**src/rtl/i2s_pkg.sv**
```systemverilog
// Shared I2S frame constants, used by the sample FIFO and the i2s_tx serializer.
//   FRAME_W    : width of one stereo frame handed to the serializer
//   SLOT_W     : width of one channel slot inside the frame
//   LEFT_MSB   : bit position of the left slot MSB ([63:32] = left)
//   RIGHT_MSB  : bit position of the right slot MSB ([31:0] = right)
//   UNDERRUN_W : width of the saturating underrun counter
package i2s_pkg;

    localparam int unsigned FRAME_W    = 64;
    localparam int unsigned SLOT_W     = 32;
    localparam int unsigned LEFT_MSB   = 63;
    localparam int unsigned RIGHT_MSB  = 31;
    localparam int unsigned UNDERRUN_W = 16;

    typedef logic [FRAME_W-1:0]    frame_t;
    typedef logic [SLOT_W-1:0]     slot_t;
    typedef logic [UNDERRUN_W-1:0] underrun_t;

    // Left-justify a sign-extended sample into a slot; the sign bit lands on the slot MSB.
    function automatic slot_t left_justify(input slot_t ext, input int unsigned pad);
        return ext << pad;
    endfunction

endpackage

```
**src/rtl/i2s_fifo_mem.sv**
```systemverilog
// Frame storage for the sample FIFO: DEPTH x FRAME_W, one synchronous write port,
// asynchronous read at the supplied read address. No control logic lives here.
//   clk_i   : write clock
//   we_i    : write enable
//   waddr_i : write address
//   wdata_i : frame to store
//   raddr_i : read address
//   rdata_o : frame at raddr_i (combinational)
module i2s_fifo_mem
    import i2s_pkg::*;
#(
    parameter int unsigned DEPTH = 8,
    parameter int unsigned PTR_W = $clog2(DEPTH)
) (
    input  logic             clk_i,
    input  logic             we_i,
    input  logic [PTR_W-1:0] waddr_i,
    input  frame_t           wdata_i,
    input  logic [PTR_W-1:0] raddr_i,
    output frame_t           rdata_o
);

    frame_t mem_q [DEPTH];

    always_ff @(posedge clk_i) begin
        if (we_i) begin
            mem_q[waddr_i] <= wdata_i;
        end
    end

    assign rdata_o = mem_q[raddr_i];

endmodule

```
**src/rtl/i2s_sample_fifo.sv**
```systemverilog
// Upstream feeder for i2s_tx. Buffers signed stereo samples from the mixer, left-justifies
// each channel into a 32-bit slot and commits one 64-bit frame per serializer frame event.
//   sclk, aclr_n         : bit clock, asynchronous active-low reset
//   in_valid/in_ready    : mixer handshake; in_left/in_right are the signed samples
//   tx_ready             : serializer ready; its rising edge is the frame event
//   sample, sample_ready : committed frame and "a frame will be committed at next event"
//   level                : FIFO occupancy 0..DEPTH
//   underrun_count       : saturating count of frame events with nothing queued
//   clear_underrun       : synchronous clear, wins over a same-cycle increment
module i2s_sample_fifo
    import i2s_pkg::*;
#(
    parameter int unsigned SAMPLE_W = 24,
    parameter int unsigned DEPTH    = 8,
    parameter int unsigned LVL_W    = $clog2(DEPTH) + 1
) (
    input  logic                       sclk,
    input  logic                       aclr_n,
    input  logic                       in_valid,
    output logic                       in_ready,
    input  logic signed [SAMPLE_W-1:0] in_left,
    input  logic signed [SAMPLE_W-1:0] in_right,
    input  logic                       tx_ready,
    output logic [FRAME_W-1:0]         sample,
    output logic                       sample_ready,
    output logic [LVL_W-1:0]           level,
    output logic [UNDERRUN_W-1:0]      underrun_count,
    input  logic                       clear_underrun
);

    localparam int unsigned PTR_W = $clog2(DEPTH);
    localparam int unsigned PAD   = SLOT_W - SAMPLE_W;

    logic [PTR_W-1:0] wr_ptr_q, wr_ptr_d;
    logic [PTR_W-1:0] rd_ptr_q, rd_ptr_d;
    logic [LVL_W-1:0] level_q, level_d;
    frame_t           sample_q, sample_d;
    logic             sample_ready_q, sample_ready_d;
    logic             tx_ready_q;
    underrun_t        underrun_q, underrun_d;

    logic   push, evt, pop;
    slot_t  left_slot, right_slot;
    frame_t wr_frame, head;

    // Sign-extend first so SAMPLE_W == SLOT_W needs no zero-width padding.
    assign left_slot  = left_justify(SLOT_W'(in_left), PAD);
    assign right_slot = left_justify(SLOT_W'(in_right), PAD);

    always_comb begin
        wr_frame                           = '0;
        wr_frame[LEFT_MSB -: SLOT_W]       = left_slot;
        wr_frame[RIGHT_MSB -: SLOT_W]      = right_slot;
    end

    i2s_fifo_mem #(
        .DEPTH (DEPTH),
        .PTR_W (PTR_W)
    ) u_mem (
        .clk_i   (sclk),
        .we_i    (push),
        .waddr_i (wr_ptr_q),
        .wdata_i (wr_frame),
        .raddr_i (rd_ptr_q),
        .rdata_o (head)
    );

    // No bypass: a full FIFO refuses pushes even when a pop happens the same cycle.
    assign in_ready = (level_q != LVL_W'(DEPTH));
    assign push     = in_valid && in_ready;
    assign evt      = tx_ready && !tx_ready_q;
    // sample_ready_q tracks level_q != 0, so a pop can never hit an empty FIFO.
    assign pop      = evt && sample_ready_q;

    always_comb begin
        wr_ptr_d       = wr_ptr_q;
        rd_ptr_d       = rd_ptr_q;
        sample_d       = sample_q;
        underrun_d     = underrun_q;

        if (push) begin
            wr_ptr_d = wr_ptr_q + PTR_W'(1);
        end

        if (pop) begin
            rd_ptr_d = rd_ptr_q + PTR_W'(1);
            sample_d = head;
        end else if (evt) begin
            sample_d = '0;
        end

        if (clear_underrun) begin
            underrun_d = '0;
        end else if (evt && !sample_ready_q && (underrun_q != '1)) begin
            underrun_d = underrun_q + UNDERRUN_W'(1);
        end

        level_d        = level_q + LVL_W'(push) - LVL_W'(pop);
        sample_ready_d = (level_d != '0);
    end

    always_ff @(posedge sclk or negedge aclr_n) begin
        if (!aclr_n) begin
            wr_ptr_q       <= '0;
            rd_ptr_q       <= '0;
            level_q        <= '0;
            sample_q       <= '0;
            sample_ready_q <= 1'b0;
            // High so the serializer's ready held through reset is not seen as an edge.
            tx_ready_q     <= 1'b1;
            underrun_q     <= '0;
        end else begin
            wr_ptr_q       <= wr_ptr_d;
            rd_ptr_q       <= rd_ptr_d;
            level_q        <= level_d;
            sample_q       <= sample_d;
            sample_ready_q <= sample_ready_d;
            tx_ready_q     <= tx_ready;
            underrun_q     <= underrun_d;
        end
    end

    assign sample         = sample_q;
    assign sample_ready   = sample_ready_q;
    assign level          = level_q;
    assign underrun_count = underrun_q;

endmodule
```
**config.mk**
```make
export PLATFORM = sky130hd
export DESIGN_NAME = i2s_sample_fifo
export DESIGN_NICKNAME = d
export VERILOG_FILES = /design/src/rtl/i2s_pkg.sv /design/src/rtl/i2s_fifo_mem.sv /design/src/rtl/i2s_sample_fifo.sv
export SDC_FILE = /design/constraint.sdc
export NUM_CORES = 1
export LEC_CHECK = 0
export CAP_MARGIN = 10
export CORE_UTILIZATION = 45
export CTS_CLUSTER_DIAMETER = 200
export DETAILED_ROUTE_END_ITERATION = 10
export PLACE_DENSITY = 0.63
export SLEW_MARGIN = 20
export SYNTH_ARGS = -nofsm -noshare
export SYNTH_HDL_FRONTEND = slang
export SYNTH_SLANG_ARGS = --single-unit
export TNS_END_PERCENT = 10
```
**constraint.sdc**
```tcl
create_clock -name sclk -period 6.5 [get_ports sclk]
set_clock_uncertainty 0.1 [all_clocks]
set_input_delay 0.975 -clock sclk [delete_from_list [all_inputs] [get_ports sclk]]
set_output_delay 0.975 -clock sclk [all_outputs]
set_load 0.1 [all_outputs]
```
# After elaboration in Yosys (flattened, before gate mapping)
# Memories as Yosys holds them, arrays and structs flattened.
# Cells that the tools add are included.
# totals
n_memories	1
output_inout_bits	86
latch_bits	0
regBits	92
romBits	0
ramBits	384
# op_classes
eq_ne	2
mux	6
addsub	5
reduce_logical	10
multipliers	0
shifts	0
div_mod_pow	0
bitwise	0
magnitude_cmp	0
# memory_table
memory	words	width	rd	rd_clocked_by_memory_dff	write_ports	line_no	text
u_mem.mem_q	8	48	1	0	1	i2s_fifo_mem.sv:23	frame_t mem_q [DEPTH];
# op_table
operator	n
2-to-1 mux 64 bit	2
2-to-1 mux 16 bit	2
adder 16 x 1 -> 16 bit, second input constant	1
inequality test 16 bit, second input constant	1
adder 3 x 1 -> 3 bit, second input constant	2
logical AND 1 bit	5
adder 4 x 1 -> 4 bit	1
inequality test 4 bit, second input constant	1
nonzero test 2 bit	2
nonzero test 4 bit	1
subtractor 4 x 1 -> 4 bit	1
logical NOT 1 bit	2
2-to-1 mux 1 bit	2

# Logic depth before layout (Yosys ltp)
# logic_depth
ltp_word	6
ltp_mapped	11
mapped_depth_nobuf	11

# Modules after synthesis
# From an unflattened synthesis, not the netlist that was laid out.
# unflattened
hier_cells	1175
hier_area_um2	23228.5
# by_module_without_submodules
module	n_inst	cells_per_inst	seq_area_each_um2	area_per_inst_um2
i2s_fifo_mem	1	752	15374.7	19266.0
i2s_sample_fifo	1	423	2303.5	3962.6

# Worst setup path before layout
# No wires, ideal clock.
# synth_path
path_kind	flip-flop to flip-flop
start	register level_q[2], in the netlist level[2]
end	memory u_mem.mem_q[0][0] (netlist name), enable pin
synth_period_minus_slack_ns	6.298
slack_ns	0.202
t_required_ns	5.887
arrival_ns	5.685
path_stages_with_launch	7
setup_time_ns	0.513
path_cell_list	dfrtp_1 > inv_1 > ha_1 > or3b_2 > nand2_1 > or2_2 > nor3_1
# synth_between
elab_chain_len	4
# synth_rtl
element	line_no	text
start: declaration	i2s_sample_fifo.sv:36	logic [LVL_W-1:0] level_q, level_d;
start signal: assignment	i2s_sample_fifo.sv:115	level_q <= level_d;
inequality test 4 bit	i2s_sample_fifo.sv:69	assign in_ready = (level_q != LVL_W'(DEPTH));
via in_ready	i2s_sample_fifo.sv:20	output logic in_ready,
logical AND 1 bit	i2s_sample_fifo.sv:70	assign push = in_valid && in_ready;
2-to-1 mux 1 bit	i2s_fifo_mem.sv:26	if (we_i) begin
2-to-1 mux 1 bit (not written as such)	i2s_fifo_mem.sv:27	mem_q[waddr_i] <= wdata_i;
end: declaration	i2s_fifo_mem.sv:23	
# The timed path passes the listed nets, and every way through them passes these cells.

# Worst setup path in the final report
# layout_path
start	input port tx_ready
end	register sample_ready_q, in the netlist sample_ready
# layout_between
elab_chain_len	4
# layout_rtl
element	line_no	text
start: declaration	i2s_sample_fifo.sv:23	input logic tx_ready,
logical AND 1 bit	i2s_sample_fifo.sv:71	assign evt = tx_ready && !tx_ready_q;
logical AND 1 bit	i2s_sample_fifo.sv:73	assign pop = evt && sample_ready_q;
subtractor 4 x 1 -> 4 bit	i2s_sample_fifo.sv:98	level_d = level_q + LVL_W'(push) - LVL_W'(pop);
via level_d[1]	i2s_sample_fifo.sv:36	
nonzero test 4 bit	i2s_sample_fifo.sv:99	sample_ready_d = (level_d != '0);
via sample_ready_d	i2s_sample_fifo.sv:38	logic sample_ready_q, sample_ready_d;
end signal: assignment	i2s_sample_fifo.sv:117	sample_ready_q <= sample_ready_d;
end: declaration	i2s_sample_fifo.sv:38	
# The timed path passes the listed nets, and every way through them passes these cells.
# A chain may end at the register's enable or synchronous reset.

==> results by group <==
Drt
  – Drt pass-1 iters: 4
  – DRC viols: 0
  – Vias: 8607
  – ANT nets after route: 0
  – Iter 0 DRT Violations: 580
  – Post-Route WL: approximately 34000 um
  – Via/cell ratio: between 5 and 6
  – WL/cell: approximately 22 um

Pwr
  – Switching part of the total power: a little over a third
  – Cell Pwr Density: roughly 470 nW/um^2
  – Switch Pwr: approximately 3.6 mW
  – Combinational group share of total power: between 30% and 40%
  – Internal power: approximately 6.4 mW
  – Peak VDD IR: roughly 0.32 mV
  – Leakage power: just over 7 nW
  – Overall power of the completed layout: 9.973 mW
  – Sequential power share: between 40% and 50%
  – Clk network pwr share: roughly 25%

Worst setup path
  – Worst path required time: about 6.8 ns
  – Endpoint type of the worst setup path: register
  – Max FO, Critical Path: approximately 50
  – Startpoint Class: input pin
  – WS Path Type: input pin to register
  – Critical Path AT: 4.02 ns

Layout
  – Area growth, synth to finish: 18.71%
  – Fillers: 3076
  – Fin util: a little over half
  – N_diodes: 0
  – Commonest non-fill, non-tap cell in the layout: edfxtp_1
  – Most frequent cells in the layout: edfxtp_1 (384), clkdlybuf4s50_1 (121), mux4_2 (96)
  – Fraction of layout instances using a drive strength above 1: a little under a fifth
  – Fin cells: 1588
  – Nets@finish: 1095

Yosys
  – Synth cell types: 43
  – Cells after synthesis: roughly 900
  – Post-synthesis cell area: between 15000 and 20000 um^2
  – Async S/R FF share, synth: 16.52%
  – Syn avg cell area: approximately 20 um^2
  – YS warnings: 0
  – EDFF count, synth: 384
  – #FFs+latches synth: between 400 and 500
  – Prevailing post-synth register cell: edfxtp_1
  – Seq/Total Area, Yosys: between 70 and 80%

Global routing
  – Vias in the first global route: approximately 9000
  – GR Overflow Total: 0
  – Largest net degree at the start of global routing: between 50 and 60
  – Wire length of the first global-routing pass: ~54000 um
  – Gr usage total: between 10% and 20%
  – Antenna violations before repair: 0

Clock network
  – H-Tree Depth: 2
  – CTS buffer count: 47
  – Clk buf depth: 3
  – CTS Sinks: 460
  – Hold-fix buffers at CTS: 0
  – CTS tree: built
  – Post-CTS Setup Inserts: 0
  – PostCTS Resize Cnt: 0
  – CTS Root Cell: clkbuf_16
  – Clk Latency, worst-skew pair: approximately 0.54 ns
  – Clock slew at reported path FFs: about 0.060 ns

Die
  – Die ar.: 40130 um^2
  – Die W: between 200 and 250 um
  – Core Region: about 39000 um^2
  – Starting Density: 45.69%
  – IO Pins: between 100 and 150
  – Row count: between 70 and 80
  – Die Y: roughly 200 um

Timing
  – Slew @ Worst Pin: between 1 and 1.5 ns
  – Fin crit share: between 50 and 60%
  – Fmax: about 0.27 GHz
  – Post-layout min period: ~3.7 ns
  – # setup viols final: 0
  – Slew Limit Fails: 0
  – Hold Vio Cnt, Final: 0
  – RSZ-0062 raised after global routing: no
  – Setup tns final: 0 ns
  – Max-slew headroom: 27.15%

Placed design
  – Post-DP HPWL: 19910 um
  – GPL Wtd Cong: 0.7605
  – Port Buf Inserts: approximately 120
  – Placed Cells incl. Taps: between 1500 and 2000

Hold path
  – Hold/Removal Path Class: input pin to async pin

Status
  – Outcome: finished, final reports clean

Flow run
  – Max Cap Violations: 0
==> cells in the mapped netlist (all sizes together), types with 4 or more instances <==
| master | n | area (um^2) |
|---|---|---|
| o21ai | 52 | 260.3 |
| ha | 8 | 100.1 |
| nand2 | 65 | 244.0 |
| nor2 | 8 | 30.03 |
| buf | 38 | 240.2 |
| xnor2 | 5 | 43.79 |
| o31ai | 7 | 52.55 |
| nand3 | 7 | 35.03 |
| edfxtp | 384 | 11530 |
| nor3 | 4 | 20.02 |
| a21oi | 12 | 60.06 |
| clkbuf | 18 | 67.56 |
| or4 | 8 | 60.06 |
| mux2i | 49 | 490.5 |
| nand4 | 7 | 73.82 |
| inv | 8 | 30.03 |
| dfrtp | 75 | 1877 |
| mux4 | 96 | 2162 |
==> power groups by stage <==
stage	combinational [mW]	sequential (mW)	clock, mW
2_1_floorplan	1.55	5.09	0
3_3_place_gp	3.26	4.25	0
3_5_place_dp	3.28	4.26	0
4_1_cts	3.29	4.21	2.59
5_1_grt	3.50	4.20	2.69
6_report	3.30	4.13	2.53
==> final cells by class <==
cell class | count | area (um^2) | area share (%)
inverter | 8 | 30.03 | 0.1429
timing repair buffer | 139 | 1399 | 6.658
clock buffer | 73 | 1324 | 6.301
sequential | 460 | 13450 | 63.99
multi-input combinational | 377 | 4044 | 19.25
tap | 518 | 648.1 | 3.085
clock inverter | 13 | 120.1 | 0.5717
==> routing by layer <==
layer | share of wire (%) | vias to the layer above | GRT usage (%) | wire length (um)
met5 | 0 | - | 0 | 0
met4 | 1.3 | 0 | 3.844 | 451
met3 | 4.9 | 41 | 2.522 | 1697
met2 | 49 | 232 | 28.76 | 16880
met1 | 45 | 4501 | 24.98 | 15400
li1 | - | 3833 | - | -
==> path summary, 6_finish.rpt <==
check | from | slack (ns) | cells past startpoint | endpoint
hold / removal | aclr_n | 0.29 | 1 | sample[16]
hold reg to reg | sample[30] | 0.37 | 2 | sample[30]
max in group asynchronous | aclr_n | 4.93 | 2 | rd_ptr_q[0]
setup reg to reg | tx_ready_q | 3.26 | 11 | sample_ready
setup / recovery | tx_ready | 2.78 | 12 | sample_ready
min in group sclk | sample[30] | 0.37 | 2 | sample[30]
==> critical path, cell delays in order <==
cell,delay [ns]
clkdlybuf4s50_1,0.48
nor2b_1,0.18
nand2_2,0.06
buf_4,0.49
inv_1,0.17
ha_1,0.31
inv_1,0.06
ha_1,0.15
inv_1,0.06
fa_1,0.50
inv_1,0.05
or4_1,0.52
==> logic make-up after synthesis <==
kind of cell | count (synthesis) | share of synthesized area, %
buffers and inverters | 64 | 1.909
adder cells (fa/ha/maj) | 9 | 0.6787
AO/OA/AOI/OAI | 77 | 2.389
other | 1 | 0.02119
XOR/XNOR | 5 | 0.2474
multiplexers | 147 | 15.11
flip-flops | 460 | 75.90
AND/OR/NAND/NOR | 123 | 3.740
==> sequential cells by signal (all words and copies together) (netlist names) <==
| name | flops |
|---|---|
| sample | 48 |
| level | 4 |
| tx_ready_q | 1 |
| rd_ptr_q | 3 |
| u_mem.mem_q | 384 |
| underrun_count | 16 |
| wr_ptr_q | 3 |
| sample_ready | 1 |
==> through the flow <==
stage	hold slack [ns]	cell area, um^2	setup WS [ns]
3_3_place_gp	0.3625	19510	2.287
5_1_grt	0.3160	21010	2.634
2_1_floorplan	0.3891	17760	0.2020
6_report	0.2888	21010	2.783
3_5_place_dp	0.3692	19540	2.196
4_1_cts	0.2953	20980	2.753
Power figures use the tool's default switching activity.
